$ cat src/rtl/mesh_arb_pkg.sv
// Shared types and helpers for the mesh terminal injection arbiter.
package mesh_arb_pkg;

    typedef enum logic {
        IDLE  = 1'b0,
        OFFER = 1'b1
    } arb_state_e;

    localparam int PCKG_SZ_DEF = 40;

    // A single requester still gets a 1-bit grant index so ports never collapse to zero width.
    function automatic int grant_id_w(input int n);
        return (n <= 1) ? 1 : $clog2(n);
    endfunction

endpackage

$ cat src/rtl/rr_arbiter.sv
// Combinational round-robin picker: first pending request at or after rr_ptr, wrapping.
module rr_arbiter
    import mesh_arb_pkg::*;
#(
    parameter int NREQ = 4
) (
    input  logic [NREQ-1:0]                 req,
    input  logic [grant_id_w(NREQ)-1:0]     rr_ptr,
    input  logic                            enable,
    output logic [NREQ-1:0]                 grant,
    output logic [grant_id_w(NREQ)-1:0]     idx,
    output logic                            any_req
);

    localparam int IW = grant_id_w(NREQ);

    logic found;

    // Upper pass covers rr_ptr..NREQ-1; the lower pass only wins when nothing above was pending.
    always_comb begin
        found = 1'b0;
        idx   = '0;
        for (int i = 0; i < NREQ; i++) begin
            if (!found && req[i] && (IW'(i) >= rr_ptr)) begin
                found = 1'b1;
                idx   = IW'(i);
            end
        end
        for (int i = 0; i < NREQ; i++) begin
            if (!found && req[i]) begin
                found = 1'b1;
                idx   = IW'(i);
            end
        end
    end

    always_comb begin
        grant = '0;
        for (int i = 0; i < NREQ; i++) begin
            grant[i] = enable && found && (idx == IW'(i));
        end
    end

    assign any_req = |req;

endmodule

$ cat src/rtl/mesh_term_inject_arb.sv
// Round-robin injection arbiter feeding one bus_mesh terminal from NREQ source FIFOs.
// Optional per-requester grant counters: define MESH_INJECT_ARB_STATS_EN.
module mesh_term_inject_arb
    import mesh_arb_pkg::*;
#(
    parameter int NREQ        = 4,
    parameter int PCKG_SZ     = PCKG_SZ_DEF,
    parameter int STALL_LIMIT = 64
) (
    input  logic                          clk,
    input  logic                          reset,
    input  logic [NREQ-1:0]               req_pndng,
    input  logic [NREQ*PCKG_SZ-1:0]       req_data,
    output logic [NREQ-1:0]               req_pop,
    output logic                          pndng_i_in,
    output logic [PCKG_SZ-1:0]            data_out_i_in,
    input  logic                          popin,
    output logic [grant_id_w(NREQ)-1:0]   grant_id,
    output logic                          busy,
    output logic                          stall_err,
    output logic                          proto_err
`ifdef MESH_INJECT_ARB_STATS_EN
    ,
    output logic [NREQ*16-1:0]            grant_cnt
`endif
);

    localparam int IW = grant_id_w(NREQ);
    localparam int SW = $clog2(STALL_LIMIT + 1);

    // Handshake: pndng_i_in is valid, popin is ready; a packet moves on a cycle where both are
    // high, and the offered data never changes while pndng_i_in is high without popin.
    arb_state_e          state_q, state_d;
    logic [PCKG_SZ-1:0]  hold_q;
    logic [IW-1:0]       gid_q, ptr_q, win_idx, ptr_next;
    logic [SW-1:0]       stall_q;
    logic                stall_err_q, proto_err_q;
    logic                cap_en, capture, any_req;

    // A capture slot opens in IDLE, or in OFFER when the held packet leaves this cycle.
    assign cap_en  = reset && ((state_q == IDLE) || popin);
    assign capture = cap_en && any_req;

    rr_arbiter #(.NREQ(NREQ)) u_rr (
        .req     (req_pndng),
        .rr_ptr  (ptr_q),
        .enable  (cap_en),
        .grant   (req_pop),
        .idx     (win_idx),
        .any_req (any_req)
    );

    assign ptr_next = (win_idx == IW'(NREQ - 1)) ? '0 : win_idx + IW'(1);

    always_comb begin
        state_d = state_q;
        case (state_q)
            IDLE:    if (any_req) state_d = OFFER;
            OFFER:   if (popin && !any_req) state_d = IDLE;
            default: state_d = IDLE;
        endcase
    end

    always_ff @(posedge clk or negedge reset) begin
        if (!reset) begin
            state_q <= IDLE;
            hold_q  <= '0;
            gid_q   <= '0;
            ptr_q   <= '0;
        end else begin
            state_q <= state_d;
            if (capture) begin
                hold_q <= req_data[int'(win_idx)*PCKG_SZ +: PCKG_SZ];
                gid_q  <= win_idx;
                ptr_q  <= ptr_next;
            end
        end
    end

    // The stall counter saturates; the packet stays offered, only the sticky flag reports it.
    always_ff @(posedge clk or negedge reset) begin
        if (!reset) begin
            stall_q     <= '0;
            stall_err_q <= 1'b0;
            proto_err_q <= 1'b0;
        end else begin
            if (state_q == OFFER) begin
                if (popin) begin
                    stall_q <= '0;
                end else if (stall_q != SW'(STALL_LIMIT)) begin
                    stall_q <= stall_q + SW'(1);
                    if (stall_q == SW'(STALL_LIMIT - 1)) stall_err_q <= 1'b1;
                end
            end
            if (popin && state_q == IDLE) proto_err_q <= 1'b1;
        end
    end

    // busy mirrors the FSM state directly.
    assign busy          = (state_q == OFFER);
    assign pndng_i_in    = (state_q == OFFER);
    assign data_out_i_in = hold_q;
    assign grant_id      = gid_q;
    assign stall_err     = stall_err_q;
    assign proto_err     = proto_err_q;

`ifdef MESH_INJECT_ARB_STATS_EN
    logic [15:0] cnt_q [NREQ];

    always_ff @(posedge clk or negedge reset) begin
        if (!reset) begin
            for (int i = 0; i < NREQ; i++) cnt_q[i] <= '0;
        end else begin
            for (int i = 0; i < NREQ; i++) begin
                if (req_pop[i] && cnt_q[i] != 16'hFFFF) cnt_q[i] <= cnt_q[i] + 16'd1;
            end
        end
    end

    always_comb begin
        grant_cnt = '0;
        for (int i = 0; i < NREQ; i++) grant_cnt[i*16 +: 16] = cnt_q[i];
    end
`endif

endmodule

$ cat config.mk
export PLATFORM = sky130hd
export DESIGN_NAME = mesh_term_inject_arb
export DESIGN_NICKNAME = d
export VERILOG_FILES = /design/src/rtl/mesh_arb_pkg.sv /design/src/rtl/rr_arbiter.sv /design/src/rtl/mesh_term_inject_arb.sv
export SDC_FILE = /design/constraint.sdc
export NUM_CORES = 1
export LEC_CHECK = 0
export ABC_AREA = 1
export CAP_MARGIN = 10
export CORE_AREA = 2 2 107 109
export CTS_CLUSTER_DIAMETER = 80
export DETAILED_ROUTE_END_ITERATION = 6
export DIE_AREA = 0 0 109 111
export PLACE_DENSITY = 0.79
export RECOVER_POWER = 25
export SKIP_CTS_REPAIR_TIMING = 1
export SYNTH_ARGS = -nofsm -noshare
export SYNTH_HDL_FRONTEND = slang
export SYNTH_SLANG_ARGS = --single-unit
$ cat constraint.sdc
create_clock -name clk -period 2.4 [get_ports clk]
set_clock_uncertainty 0.15 [all_clocks]
set_input_delay 0.36 -clock clk [delete_from_list [all_inputs] [get_ports clk]]
set_output_delay 0.36 -clock clk [all_outputs]
set_load 0.01 [all_outputs]
Word-level counts from Yosys, hierarchy flattened
Cells that the tools add are included.
- latch bits: 0
- bits in registers: 54
- logic and storage cells: 77
- memories: 0
- output and inout port bits: 50
- bits in writable memories: 0
- ROM bits: 0
- order comparisons: 4
- equality and inequality tests: 5
- add/subtract/negate cells: 2
- multiplexer cells: 21
- shift operators: 1
- bitwise operators: 2
- reduce and logical (&&, ||, !) cells: 34
- $mul: 1
- div/mod/pow operators: 0
- operators by type and width (kind ; number):
    $shiftx 160x9->40 ; 1
    $logic_and 1x1->1 ; 20
    $mux 2 ; 7
    $mux 7 ; 2
    $mux 1 ; 11
    $logic_not 1->1 ; 8
    $add 7x1->7 const B ; 1
    $eq 7x6->1 const B ; 1
    $ne 7x7->1 const B ; 1
    $mul 2x3->5 const B ; 1
    $eq 2x2->1 const B ; 2
    $ge 1x2->1 const A ; 2
    $ge 2x2->1 const A ; 2
    $reduce_and 4->1 ; 1
    $reduce_or 4->1 ; 1
    $add 2x1->2 const B ; 1
    $eq 2x1->1 const B ; 1
    $logic_not 2->1 ; 1
    $not 1->1 ; 2
    $pmux 1 s2 ; 1
    $reduce_and 2->1 ; 1
    $reduce_bool 2->1 ; 1
    $logic_or 1x1->1 ; 1

Depth between registers and ports, before layout
- depth in word-level cells: 29
- mapped depth: 12
- gate-level depth less buffers: 10

Cells and area by module
From an unflattened synthesis, not the netlist that was laid out.
- cell total of the unflattened synthesis: 596
- area total of the unflattened synthesis: 3801.1 um^2
- modules (own cells, without submodules) (module ; cells an instance ; seq. area each (um^2) ; times used ; area an instance (um^2)):
    mesh_term_inject_arb ; 565 ; 1351.3 ; 1 ; 3594.7
    rr_arbiter ; 31 ; 0.0 ; 1 ; 206.4

Least setup slack after synthesis
OpenSTA, ideal clock, no wires.
- path kind: flip-flop to output port
- start point: reg ptr_q[1]
- end point: out req_pop[3]
- data required time: 1.890 ns
- slack: 0.473 ns
- data arrival time: 1.417 ns
- cell stages (with the launch flop): 12
- cells stage by stage: dfrtp_1 nand2_1 nand2_1 nand2_1 nand2_2 nand2_1 buf_6 buf_6 inv_1 ha_1 inv_1 nor2_1
- word-level cells in the longest chain between the ends: 29
- elaborated cells on any way between the ends: 40
- RTL lines (element ; line ; source):
    from (decl) ; mesh_term_inject_arb.sv:35 ; logic [IW-1:0] gid_q, ptr_q, win_idx, ptr_next;
    from (signal assigned) ; mesh_term_inject_arb.sv:75 ; ptr_q <= ptr_next;
    $ge 1x2->1 ; rr_arbiter.sv:24 ; if (!found && req[i] && (IW'(i) >= rr_ptr)) begin
    $logic_and 1x1->1 ; rr_arbiter.sv:24 ;
    $mux 1 ; rr_arbiter.sv:24 ;
    $logic_not 1->1 ; rr_arbiter.sv:24 ;
    $logic_and 1x1->1 (2 in series) ; rr_arbiter.sv:24 ;
    $mux 1 ; rr_arbiter.sv:24 ;
    $logic_not 1->1 ; rr_arbiter.sv:24 ;
    $logic_and 1x1->1 (2 in series) ; rr_arbiter.sv:24 ;
    [12 not listed] ; -- ;
    $logic_and 1x1->1 ; rr_arbiter.sv:30 ; if (!found && req[i]) begin
    $mux 1 ; rr_arbiter.sv:30 ;
    $logic_not 1->1 ; rr_arbiter.sv:30 ;
    $logic_and 1x1->1 ; rr_arbiter.sv:30 ;
    $mux 2 * ; rr_arbiter.sv:30 ;
    net u_rr.idx[0] ; rr_arbiter.sv:11 ; output logic [grant_id_w(NREQ)-1:0] idx,
    $eq 2x2->1 * ; rr_arbiter.sv:40 ; grant[i] = enable && found && (idx == IW'(i));
    $logic_and 1x1->1 * ; rr_arbiter.sv:40 ;
    to (decl) ; mesh_term_inject_arb.sv:14 ; output logic [NREQ-1:0] req_pop,
The timed path passes the listed nets; every way through them passes the cells marked *.

Worst setup path after layout
- start point: reg ptr_q[0]
- end point: out req_pop[3]
The elaborated chain is that of the path after synthesis.

==> results.md <==
- Crit path kind: reg -> out
- Mapped Avg Cell Area: a little under 6 um2
- Worst path max stage delay: 0.38 ns
- Critical path's top delay family: buffers and inverters
- CP max FO: 5
- Count leader, synth: nand2_1
- Placed Instances: roughly 1,100
- Die Y: 111 um
- Nets: 1,123
- GR Util met2: 38.2%
- Std cell rows: 39
- Synth top area share: 30.7%
- Worst R2R Setup Slack: ~0.36 ns
- Flops & latches, synth: 54
- H-tree level count: 2
- Wire length of the first global-routing pass: 22.0 mm
- Worst Path Buf+Inv: 5
- Mapped Area: 0.00440 mm2
- Clk Latency, worst-skew pair: between 0.2 and 0.3 ns
- CTS Sinks: 54
- Setup-failing EPs final: 0
- Worst setup EP type: output port
- Most used cell, CP: inv_1
- Synth Instances: between 700 and 800
- Number of synthesized flops with an enable pin: 0
- CTS Root Cell: clkbuf_16
- Slew margin rel.: 6.85%
- Met1 global-route usage: 28.0%
- Post-synth top flop: dfrtp_1
- Status: complete, no violations
- Post-synth top cells: nand2_1 (262), inv_1 (175), nand3_1 (168)
- PD cells: 732 mW/mm2
- DP Area: approximately 0.0067 mm2
- Post-synth net total: 924
- Core area: 0.0111 mm2
- Worst-Margin Slew: 1.40 ns
- DP Worst Slack: -0.364 ns
- Crit-path cells: inv_1 -> nand3_4 -> buf_4 -> nand2_2 -> inv_1 -> ha_1 -> inv_1 -> nor2_1 -> dlymetal6s2s_1
- DRC Markers: 0
- Setup ws final: roughly 0.2 ns
- Die Area: 0.0121 mm2
- Avg WL per Cell: between 10 and 15 um
- I/O pin count: ~220
- Static leakage: roughly 3.9 nW
- Multi-input logic area: 0.00216 mm2
- Routed via count: 5,018
- Filler Cell Count: 1,069
- Die Width: approximately 110 um
- Reg2Reg Launch Point: ptr_q[0]
- Clock Path Buffers: 2
- Max-capacitance violation count: 0
- Share of cells above drive strength 1: 4.63%
- Pre-antenna DRT Iters: 4
- Crit start category: register
- Placed wire-length estimate: 9.46 mm
- Initial antenna violation count: 1
- Largest net degree at the start of global routing: 81
- HP Class: in -> reg
- Initial Util: 39.7%
- Number of vias per cell: 4.58
- WP data arrival: ~1.7 ns
- Netlist cell types: 26
- Fin crit period: ~2.2 ns
- Area leader, netlist: dfrtp_1
- RSZ-0062 raised after global routing: false
- GRT Resource Usage Total: between 20% and 30%
- Final wirelength: 13.3 mm
- Post-layout power: approximately 5 mW
- Hold path start: req_pndng[3]
- Peak VDD IR: 634 uV
- Fin cells: 1,095
- CTS tree: done
- Critical-path top delay cell: dfrtp_1
- Final Hold Viols: 0
- RePlAce Congestion: 0.788
- Inserted Clock Buffers: 5
- Register Area: between 0.001 and 0.0015 mm2
- Top post-synthesis cells by area: dfrtp_1 (31%), nand2_1 (22%), nand3_1 (19%), inv_1 (15%), buf_6 (2.0%)
- Top Usage Layer GRT: met2
- Vias in the first global route: ~4,800
- GR Util met3: 5.23%
- Iteration-0 DRC Markers: around 300
- Ys async rst share: 100%
- ANT nets after route: 0
- Fmax: between 400 and 500 MHz
- Max Slew Vio Count: 0
- Seq/Total Area, Yosys: 30.7%
- Post-route cell area: 0.00685 mm2
- IO Port Bufs: 216
- Fin crit share: about nine tenths
- CP startpoint: ptr_q[0]
- Layout area overhead: 55.7%
- Synth warnings: 0
- Total gr overflow: 0
- Worst-path clk slew: 0.07 ns
- CP required: 1.89 ns
==> power by group <==
part / total, mW / switching [mW] / internal [mW]
registers: 1.38 / 0.171 / 1.20
clock network: 0.739 / 0.346 / 0.393
logic: 2.90 / 1.56 / 1.34
==> logic make-up after synthesis <==
kind of cell / count (synthesis) / share of synthesized area (%)
flops: 54 / 30.7
buf+inv: 223 / 20.9
xor+xnor: 3 / 0.598
compound gates: 14 / 2.02
simple gates: 451 / 44.0
fa+ha+maj: 6 / 1.71
==> worst min-delay path: cells and delay by family <==
family	cells	cell delay, ns
buffers and inverters	1	0.17
AND/OR/NAND/NOR	2	0.15
==> layer usage <==
metal / wire length [um] / share of wire, %
met2: 6340 / 48
met5: 0 / 0
met1: 5790 / 43
met4: 188 / 1.4
met3: 1010 / 7.6
==> state kept, by name, indices dropped and copies added (netlist names) <==
register / flops
busy: 1
data_out_i_in: 40
grant_id: 2
proto_err: 1
ptr_q: 2
stall_err: 1
stall_q: 7
==> per-stage QoR <==
step	TNS (ns)	hold WS (ns)	util, %
detailed placement	-9.24	0.311	60.2
CTS	-1.42	0.107	61.5
floorplan	0	-0.0856	-
global placement	-7.57	0.296	60.2
global route	0	0.286	61.8
finish	0	0.258	61.8
==> layout make-up <==
type | count | share of cell area (%)
Tap cell | 143 | 2.61
Timing Repair Buffer | 236 | 34.0
Clock buffer | 5 | 1.83
Sequential cell | 54 | 19.7
Multi-Input combinational cell | 474 | 31.6
Inverter | 179 | 9.85
Antenna cell | 1 | 0.0365
Clock inverter | 3 | 0.365
==> path summary, 6_finish.rpt <==
| kind | endpoint | cells after the start |
|---|---|---|
| min in group asynchronous | stall_q[6] | 2 |
| max | req_pop[3] | 9 |
| min reg2reg | proto_err | 1 |
| min | busy | 3 |
| max in group asynchronous | stall_q[3] | 2 |
| max reg2reg | data_out_i_in[2] | 10 |
==> placed cells by master (no fill, tap or decap), types with 2 or more instances in the layout <==
cell type and count:
inv_2 3, ha_1 6, inv_1 175, clkdlybuf4s50_1 207, o21ai_0 10, nand3_2 2, nand3_1 166, dlymetal6s2s_1 8
nand2_1 260, nand2_2 4, buf_4 18, dfrtp_1 54, clkbuf_16 5, xor2_1 3, nor3_1 2, nor2_1 11
(Power assumes the default switching activity.)
